$ cat src/rtl/key_debouncer.sv
// Multi-channel key/switch debouncer: 2-flop synchronizer, per-channel STABLE/CHECK
// FSM with a saturating stability counter, debounced level plus press/release pulses and toggle.
module key_debouncer #(
    parameter int unsigned WIDTH           = 2,
    parameter int unsigned DEBOUNCE_CYCLES = 500000,
    parameter bit          ACTIVE_LOW      = 1'b1
) (
    input  logic             clk,
    input  logic             rst,
    input  logic [WIDTH-1:0] key_in,
    output logic [WIDTH-1:0] pressed,
    output logic [WIDTH-1:0] press,
    output logic [WIDTH-1:0] release_pulse,
    output logic [WIDTH-1:0] toggle
);

    localparam int unsigned CW = $clog2(DEBOUNCE_CYCLES);
    localparam logic [CW-1:0] CNT_LAST = CW'(DEBOUNCE_CYCLES - 1);
    localparam logic [WIDTH-1:0] IDLE = ACTIVE_LOW ? '1 : '0;

    typedef enum logic {
        STABLE = 1'b0,
        CHECK  = 1'b1
    } state_t;

    logic [WIDTH-1:0] sync1_q;
    logic [WIDTH-1:0] sync_q;
    logic [WIDTH-1:0] db_q, db_d;
    logic [WIDTH-1:0] press_q, press_d;
    logic [WIDTH-1:0] rel_q, rel_d;
    logic [WIDTH-1:0] tog_q, tog_d;
    state_t           state_q [WIDTH];
    state_t           state_d [WIDTH];
    logic [CW-1:0]    cnt_q   [WIDTH];
    logic [CW-1:0]    cnt_d   [WIDTH];

    always_ff @(posedge clk or posedge rst) begin
        if (rst) begin
            sync1_q <= IDLE;
            sync_q  <= IDLE;
        end else begin
            sync1_q <= key_in;
            sync_q  <= sync1_q;
        end
    end

    always_ff @(posedge clk or posedge rst) begin
        if (rst) begin
            db_q    <= IDLE;
            press_q <= '0;
            rel_q   <= '0;
            tog_q   <= '0;
            for (int unsigned i = 0; i < WIDTH; i++) begin
                state_q[i] <= STABLE;
                cnt_q[i]   <= '0;
            end
        end else begin
            db_q    <= db_d;
            press_q <= press_d;
            rel_q   <= rel_d;
            tog_q   <= tog_d;
            for (int unsigned i = 0; i < WIDTH; i++) begin
                state_q[i] <= state_d[i];
                cnt_q[i]   <= cnt_d[i];
            end
        end
    end

    always_comb begin
        db_d    = db_q;
        press_d = '0;
        rel_d   = '0;
        tog_d   = tog_q;
        for (int unsigned i = 0; i < WIDTH; i++) begin
            state_d[i] = state_q[i];
            cnt_d[i]   = cnt_q[i];
            case (state_q[i])
                STABLE: begin
                    if (sync_q[i] != db_q[i]) begin
                        state_d[i] = CHECK;
                        cnt_d[i]   = CW'(1);
                    end
                end
                CHECK: begin
                    if (sync_q[i] == db_q[i]) begin
                        state_d[i] = STABLE;
                        cnt_d[i]   = '0;
                    end else if (cnt_q[i] == CNT_LAST) begin
                        // Accept: pulses are registered alongside db so they align with the new level
                        state_d[i] = STABLE;
                        cnt_d[i]   = '0;
                        db_d[i]    = sync_q[i];
                        if (sync_q[i] ^ ACTIVE_LOW) begin
                            press_d[i] = 1'b1;
                            tog_d[i]   = ~tog_q[i];
                        end else begin
                            rel_d[i] = 1'b1;
                        end
                    end else begin
                        cnt_d[i] = cnt_q[i] + CW'(1);
                    end
                end
                default: begin
                    state_d[i] = STABLE;
                    cnt_d[i]   = '0;
                end
            endcase
        end
    end

    assign pressed       = db_q ^ IDLE;
    assign press         = press_q;
    assign release_pulse = rel_q;
    assign toggle        = tog_q;

endmodule

$ cat config.mk
export PLATFORM = sky130hd
export DESIGN_NAME = key_debouncer
export DESIGN_NICKNAME = d
export VERILOG_FILES = /design/src/rtl/key_debouncer.sv
export SDC_FILE = /design/constraint.sdc
export NUM_CORES = 1
export LEC_CHECK = 0
export CORE_UTILIZATION = 35
export DETAILED_ROUTE_END_ITERATION = 10
export SETUP_SLACK_MARGIN = 0.1
export SYNTH_ARGS = -nofsm -noshare
export SYNTH_HDL_FRONTEND = slang
export SYNTH_SLANG_ARGS = --single-unit
$ cat constraint.sdc
create_clock -name clk -period 2.2 [get_ports clk]
set_clock_uncertainty 0.15 [all_clocks]
set_input_delay 0.33 -clock clk [delete_from_list [all_inputs] [get_ports clk]]
set_output_delay 0.33 -clock clk [all_outputs]
set_load 0.05 [all_outputs]
**After elaboration in Yosys (flattened, before gate mapping)**

Index checks and enable logic that the tools add are counted.

- Flip-flop bits (word level): 52
- Input bits: 4
- Output and inout port bits: 8
- Logic and storage cells: 67

- Mux-type cells: 32
- Bitwise operators: 9
- Reductions and logical operators: 4
- Add/subtract/negate cells: 2
- Equal/unequal tests: 8

Operators with widths:

| operator | count |
|---|---|
| $mux W19 | 6 |
| $pmux W19 S2 | 2 |
| $add A19 B1 Y19 const B | 2 |
| $eq A19 B19 Y1 const B | 2 |
| $mux W1 | 22 |
| $not A1 Y1 | 8 |
| $reduce_and A4 Y1 | 2 |
| $reduce_and A3 Y1 | 2 |
| $ne A2 B2 Y1 const B | 2 |
| $pmux W1 S2 | 2 |
| $eq A1 B1 Y1 | 2 |
| $ne A1 B1 Y1 | 2 |
| $not A2 Y2 | 1 |

**Logic depth before layout (Yosys ltp)**

Gate-level depths: netlist of the first run.

- Depth after elaboration: 4
- Gate-level depth with buffers: 8
- Depth with buffers taken out: 7

**Worst setup path after synthesis of the first run**

Ideal clock, no wire load.

- Path type: register to register
- From: register sync_q[0]
- To: register cnt_q[24] (netlist bit)
- Library setup time: 0.079 ns
- Arrival: 1.884 ns
- Cell stages (with the launch flop): 9
- Period minus slack after synthesis: 2.114 ns
- Data required time: 1.971 ns
- Buffers on the path: 2
- Path slack: 0.086 ns
- Cell sequence: dfstp_2 inv_1 ha_1 nor2b_1 o21a_1 buf_2 buf_2 a21oi_1 mux2i_1

- Longest elaborated chain between the ends: 3
- Elaborated cells on any way between the ends: 5
- Classes of those cells: eq/ne (3); mux (2)

Ends and longest elaborated chain:

| element | RTL line | text |
|---|---|---|
| start, declared | 27 | `logic [WIDTH-1:0] sync_q;` |
| start signal, assigned | 43 | `sync_q <= sync1_q;` |
| $eq A1 B1 Y1 | 85 | `if (sync_q[i] == db_q[i]) begin` |
| $mux W19 | 85 |  |
| $pmux W19 S2 | 77 | `case (state_q[i])` |
| end signal, assigned by index | 64 | `cnt_q[i] <= cnt_d[i];` |
| end, declared | 34 | `logic [CW-1:0] cnt_q [WIDTH];` |

Parallel ways exist; a longest one is shown, timed or not.
A chain may end at the register's enable or synchronous reset.

**Worst setup path after layout of the first run**

- From: register cnt_q[7] (netlist bit)
- To: register cnt_q[11] (netlist bit)

- Longest elaborated chain between the ends: 4
- Elaborated cells on any way between the ends: 5
- Classes of those cells: add/sub (1); eq/ne (1); mux (3)

Ends and longest elaborated chain:

| element | RTL line | text |
|---|---|---|
| $add A19 B1 Y19 or $eq A19 B19 Y1 (tied branches) | 100, 88 |  |
| $mux W19 (*) | 88 | `end else if (cnt_q[i] == CNT_LAST) begin` |
| $mux W19 (*) | 85 |  |
| $pmux W19 S2 (*) | 77 |  |

Every way passes the cells marked *; elsewhere a longest branch is shown, timed or not.

==> metrics.md, run 1 <==
| Metric | Value |
|---|---|
| Post-DP Area | `3090 µm²` |
| Final HPWL DP | `3940 µm` |
| Status | `finished, final reports clean` |
| Power Density | `576 nW/µm²` |
| Final Routed Wirelength | `5800 µm` |
| Global-route wire length before repair | `9990 µm` |
| GR peak layer | `met1` |
| Worst Setup End Kind | `flop` |
| Fin crit share | `92.1%` |
| DR vias/cell | `5.30` |
| R2r startpoint | `cnt_q[7]` |
| Hold-fix buffers, CTS | `0` |
| Post-Synthesis Cells | `290` |
| Post-synthesis xor/xnor area fraction | `1.60%` |
| Synth cell types | `46` |
| VDD IR-drop max | `0.274 mV` |
| Unrepaired setup endpoints after global routing | `no` |
| Max Cap Viol | `0` |
| M2 GR Usage | `21.3%` |
| Register area share after synthesis | `47.8%` |
| Synth Area in Compound Gates | `13.6%` |
| Share of cells above drive strength 1 | `16.4%` |
| CP cell instances | `or4b_4 > nor3_4 > a21oi_4 > a21o_1 > a22o_1` |
| Core Region | `7410 µm²` |
| Initial Util | `37.0%` |
| Total Routing Usage GR | `14.9%` |
| Crit path from | `cnt_q[7]` |
| Average cell area after synthesis | `9.45 µm²` |
| Critical Path RT | `2.25 ns` |
| CTS Root Cell | `clkbuf_8` |
| Largest net degree at the start of global routing | `53` |
| Post-Syn Area | `2740 µm²` |
| GR Layer Usage met3 | `3.03%` |
| N_diodes | `0` |
| Fraction of registers with async set or reset after synthesis | `100%` |
| Clk Latency, worst-skew pair | `0.30 ns` |
| Min-Delay Path Class | `flop to flop` |
| Syn Nets | `298` |
| Register Area | `1310 µm²` |
| Combinational family with the most area after synthesis | `simple AND/OR/NAND/NOR gates` |
| Delay of the slowest cell on the worst path | `0.56 ns` |
| Max FO, Critical Path | `6` |
| Slowest cell on crit path | `or4b_4` |
| Final-report hold violation count | `0` |
| Critical path class | `flop to flop` |
| CTS tree | `yes` |
| DRT antenna net count | `0` |
| Warnings, synthesis | `0` |
| CTS Buf Count | `5` |
| Gpl congestion | `0.844` |
| H-tree levels | `2` |
| Adder-cell share of the synthesized area | `1.83%` |
| Die height | `90.5 µm` |
| Design area | `3310 µm²` |
| Hold Startpoint | `sync1_q[0]` |
| Die footprint | `8190 µm²` |
| Multi-input logic area | `1370 µm²` |
| Port Buffers | `11` |
| Mux contribution to synthesized area | `5.11%` |
| Remaining routing DRC violations | `0` |
| Met1 global-route usage | `22.3%` |
| Slew HR | `66.7%` |
| Layout area overhead | `20.7%` |
| Post-synth EDFFs | `0` |
| Setup Total Neg Slack | `0 ns` |
| Synthesized flop and latch total | `52` |
| Final Slew Violations | `0` |
| Vias in the first global route | `2105` |
| CP top delay family | `simple AND/OR/NAND/NOR gates` |
| Antenna violations before repair | `0` |
| NumNets Final | `332` |
| Fillers | `672` |
| Pre-antenna DRT Iters | `4` |
| Die Span X | `90.5 µm` |
| Critical Path AT | `2.08 ns` |
| Cell Rows | `31` |
| IO Count | `12` |
| Deepest clock path buffer count | `2` |
| Vias | `2240` |
| Wire per inst | `13.7 µm` |
| Slew at the pin with the worst max-slew slack | `0.499 ns` |
| Final min period | `2.03 ns` |
| Lkg Pwr | `1.38 nW` |
| Clk sinks | `52` |
| Clock Pin Slew Worst Setup and Hold Paths | `0.09 ns` |
| Synth Flop Type | `dfrtp_1` |
| Worst path bufs/invs | `0` |
| Grt ovf | `0` |
| Simple-Gate Fraction of Synth Area | `26.3%` |
| Power Total | `0.00191 W` |
| CP startpoint kind | `flop` |
| First DRT Iteration DRCs | `187` |
| Highest Clock Rate | `494 MHz` |
| Final setup fails | `0` |
-- layer usage --
| layer | wire (µm) | vias up |
|---|---|---|
| met5 | 0 | - |
| met4 | 89 | 0 |
| met3 | 199 | 8 |
| met2 | 2400 | 40 |
| met1 | 3110 | 1069 |
| li1 | - | 1123 |
-- path summary, 6_finish.rpt --
check,cells after the start,slack [ns],endpoint
max reg2reg,5,0.17,cnt_q[11]
max,5,0.17,cnt_q[11]
min in group asynchronous,3,0.24,cnt_q[14]
min,0,0.21,sync_q[0]
max in group asynchronous,3,1.38,db_q[1]
min reg2reg,0,0.21,sync_q[0]
-- cell type report --
cell class	instances	share of cell area [%]
Tap cell	99	3.74
Sequential cell	52	39.6
Clock inverter	2	1.82
Timing Repair Buffer	36	9.76
Multi-Input combinational cell	214	41.3
Inverter	15	1.70
Clock buffer	5	2.08
-- metrics by stage --
step	hold slack (ns)	util (%)	instances	worst slack (ns)
2_1_floorplan	0.184	-	290	0.157
3_3_place_gp	0.196	41.6	410	0.165
3_5_place_dp	0.199	41.6	410	0.116
4_1_cts	0.213	43.5	417	0.122
5_1_grt	0.218	44.7	423	0.0965
6_report	0.210	44.7	423	0.175
-- kinds of logic (layout without fill, tap and decap cells) --
family | after synthesis | in the layout
xor gates and xnor gates | 5 | 5
and+or+nand+nor | 131 | 131
muxes | 14 | 14
adders and majority gates | 4 | 4
buffers and inverters | 24 | 58
DFF | 52 | 52
AOI/OAI and AO/OA | 60 | 60
-- what timing repair did --
| action | in CTS | in global routing |
|---|---|---|
| resized for setup | 1 | 11 |
| setup endpoints to repair | 1 | 16 |
| pin swaps | 0 | 5 |
| setup buffers | 0 | 6 |
-- cell usage after synthesis (6+ instances only) --
cell / count / area, µm²
nor3_1: 6 / 30.0
nand4_1: 12 / 75.1
o21ai_0: 13 / 65.1
a21oi_1: 24 / 120
nand3_1: 24 / 120
a22o_1: 6 / 52.6
dfrtp_1: 46 / 1150
dfstp_2: 6 / 158
nor2_1: 13 / 48.8
or3_1: 10 / 62.6
nand2_1: 38 / 143
and3_1: 7 / 43.8
inv_1: 15 / 56.3
mux2i_1: 14 / 140
-- power by group --
part,internal [W],switching (W),leakage (nW)
clock,0.000448,0.000315,0.0642
sequential,0.000976,0.0000181,0.692
combinational,0.0000622,0.0000871,0.625
total,0.00149,0.000421,1.38
-- cells in the final DEF (no fill, tap or decap), types with 3 or more instances in the layout --
master | synthesis | final
nand3_1 | 24 | 24
nand2_1 | 38 | 37
inv_1 | 15 | 13
nor2_1 | 13 | 13
o21ai_0 | 13 | 13
a22o_1 | 6 | 6
dfrtp_1 | 46 | 45
clkdlybuf4s50_1 | 0 | 9
ha_1 | 4 | 4
mux2i_1 | 14 | 14
and3_1 | 7 | 7
nand4_1 | 12 | 12
clkbuf_8 | 0 | 5
o21a_1 | 3 | 3
nor3_1 | 6 | 6
nand2b_1 | 3 | 3
buf_4 | 0 | 22
a21oi_1 | 24 | 22
o211ai_1 | 3 | 3
xnor2_1 | 3 | 3
or3_1 | 10 | 10
dfstp_2 | 6 | 6
-- sequential cells by signal, indices dropped and copies added (netlist names) --
signal and flops:
toggle 2, sync1_q 2, cnt_q 38, sync_q 2, press 2, release_pulse 2
state_q 2, db_q 2
-- worst register-to-register path, cell delays in order (launching register included) --
cell and delay (ns):
dfrtp_1 0.39, or4b_4 0.56, nor3_4 0.27, a21oi_4 0.13, a21o_1 0.21, a22o_1 0.22
(Power assumes the default switching activity.)
==> run 2: changes to the inputs <==
--- a/config.mk
+++ b/config.mk
@@ -7,6 +7,7 @@
 export LEC_CHECK = 0
 export CORE_UTILIZATION = 35
 export DETAILED_ROUTE_END_ITERATION = 10
+export GPL_ROUTABILITY_DRIVEN = 0
 export SETUP_SLACK_MARGIN = 0.1
 export SYNTH_ARGS = -nofsm -noshare
 export SYNTH_HDL_FRONTEND = slang
==> results of run 2 <==
Same layout as run 1: the final DEF is identical, and so are final timing and power.
==> run 3: changes to the inputs <==
--- a/config.mk
+++ b/config.mk
@@ -5,6 +5,7 @@
 export SDC_FILE = /design/constraint.sdc
 export NUM_CORES = 1
 export LEC_CHECK = 0
+export CORE_ASPECT_RATIO = 1.2
 export CORE_UTILIZATION = 35
 export DETAILED_ROUTE_END_ITERATION = 10
 export GPL_ROUTABILITY_DRIVEN = 0
==> run 3 against run 2 <==
Worst hold slack better by 0.0013 ns. Combinational power up 3%. Sequential share of layout area grew 0.52 points. Clock-buffer cell count is the same. Maximum frequency shrank 0.91%. Largest power group unchanged.
==> metrics.md, run 3 (same netlist as run 1, synthesis figures left out) <==
| Metric | Value |
|---|---|
| Final Util | `42.9%` |
| CTS Buf Count | `5` |
| Vias | `2248` |
| Layout area overhead | `19.2%` |
| Die Span X | `82.8 µm` |
| Hold-fix buffers, CTS | `0` |
| Final Routed Wirelength | `5780 µm` |
| Lkg Pwr | `1.36 nW` |
| Final min period | `2.04 ns` |
| Most common cell after layout, fill and taps aside | `dfrtp_1` |
| DRT antenna net count | `0` |
| VDD IR-drop max | `0.343 mV` |
| R2r startpoint | `cnt_q[6]` |
| Top reg by flops | `cnt_q` |
| CP startpoint kind | `flop` |
| Hold Startpoint | `sync1_q[1]` |
| Remaining routing DRC violations | `0` |
| CTS tree | `yes` |
| Core Region | `7620 µm²` |
| Clock Pin Slew Worst Setup and Hold Paths | `0.10 ns` |
| Critical Path RT | `2.25 ns` |
| Unrepaired setup endpoints after global routing | `yes` |
| First DRT Iteration DRCs | `126` |
| Antenna violations before repair | `0` |
| Most frequent cells in the layout | `dfrtp_1, nand2_1, nand3_1, a21oi_1, buf_4` |
| Clk Latency, worst-skew pair | `0.30 ns` |
| Min-Delay Path Class | `flop to flop` |
| Vias in the first global route | `2187` |
| Total Routing Usage GR | `15.4%` |
| Multi-input logic area | `1360 µm²` |
| IO Count | `12` |
| Highest Clock Rate | `489 MHz` |
| Max reg flops | `38` |
| Port Buffers | `11` |
| NumNets Final | `330` |
| Initial Util | `36.0%` |
| DR vias/cell | `5.42` |
| Cell Rows | `35` |
| Power Density | `559 nW/µm²` |
| Die height | `98.9 µm` |
| N_diodes | `0` |
| Wire per inst | `13.9 µm` |
| Largest net degree at the start of global routing | `26` |
| Grt ovf | `0` |
| Final setup fails | `0` |
| Status | `finished, final reports clean` |
| Fin crit share | `92.9%` |
| Max FO, Critical Path | `21` |
| Critical Path AT | `2.09 ns` |
| Slew HR | `64.1%` |
| Global-route wire length before repair | `9880 µm` |
| Final Slew Violations | `0` |
| Pre-antenna DRT Iters | `4` |
| Clk sinks | `52` |
| CTS Root Cell | `clkbuf_8` |
| Share of cells above drive strength 1 | `15.8%` |
| Critical path class | `flop to flop` |
| Deepest clock path buffer count | `2` |
| Setup Total Neg Slack | `0 ns` |
| Register Area | `1310 µm²` |
| Worst Setup End Kind | `flop` |
| Die footprint | `8190 µm²` |
| Final HPWL DP | `4190 µm` |
| Final-report hold violation count | `0` |
| Fillers | `758` |
| Crit path from | `cnt_q[6]` |
| Max Cap Viol | `0` |
| Slew at the pin with the worst max-slew slack | `0.538 ns` |
| H-tree levels | `2` |
run 3: through the flow:
stage | area [µm²] | hold WS [ns] | total power, W | worst slack [ns] | std cells
after floorplan | 2740 | 0.184 | 0.00110 | 0.157 | 290
after global placement | 3100 | 0.195 | 0.00115 | 0.193 | 404
after detailed placement | 3100 | 0.197 | 0.00116 | 0.160 | 404
after global routing | 3270 | 0.221 | 0.00191 | 0.0833 | 415
after CTS | 3210 | 0.213 | 0.00184 | 0.118 | 412
final | 3270 | 0.212 | 0.00182 | 0.156 | 415
run 3: what timing repair did:
item	in CTS	in global routing
setup endpoints to repair	0	20
gates resized for setup	0	8
setup buffers	0	3
run 3: layout make-up:
type	count	share of cell area (%)
sequential	52	40.1
clock buffer	5	2.11
clock inverter	3	1.42
inverter	15	1.72
timing repair buffer	34	9.58
multi-input combinational	214	41.5
tap	92	3.52
run 3: worst max-delay path, cell delays in order (launching register included):
cell	delay (ns)
dfrtp_1	0.40
or4b_4	0.55
nor3_4	0.20
a21oi_2	0.10
buf_12	0.17
a21o_1	0.15
a22o_1	0.21
run 3: worst paths after layout:
check,endpoint,slack (ns),cells after the start
setup / recovery,cnt_q[11],0.16,6
hold / removal,sync_q[1],0.21,0
setup reg to reg,cnt_q[11],0.16,6
min in group asynchronous,press[0],0.23,2
max in group asynchronous,cnt_q[19],1.13,3
hold reg to reg,sync_q[1],0.21,0
run 3: per-layer routing:
layer | part of all wire, % | track usage [%] | up-vias | wire length (µm)
met5 | 0 | 0 | - | 0
met4 | 0.67 | 3.32 | 0 | 39
met3 | 1.8 | 3.06 | 2 | 106
met2 | 53 | 27.3 | 26 | 3050
met1 | 45 | 19.0 | 1103 | 2580
li1 | - | - | 1117 | -
run 3: report_power, final:
part	switching (W)	internal, W
Combinational	0.0000875	0.0000664
Sequential	0.0000185	0.000977
Clock	0.000332	0.000343
Total	0.000438	0.00139
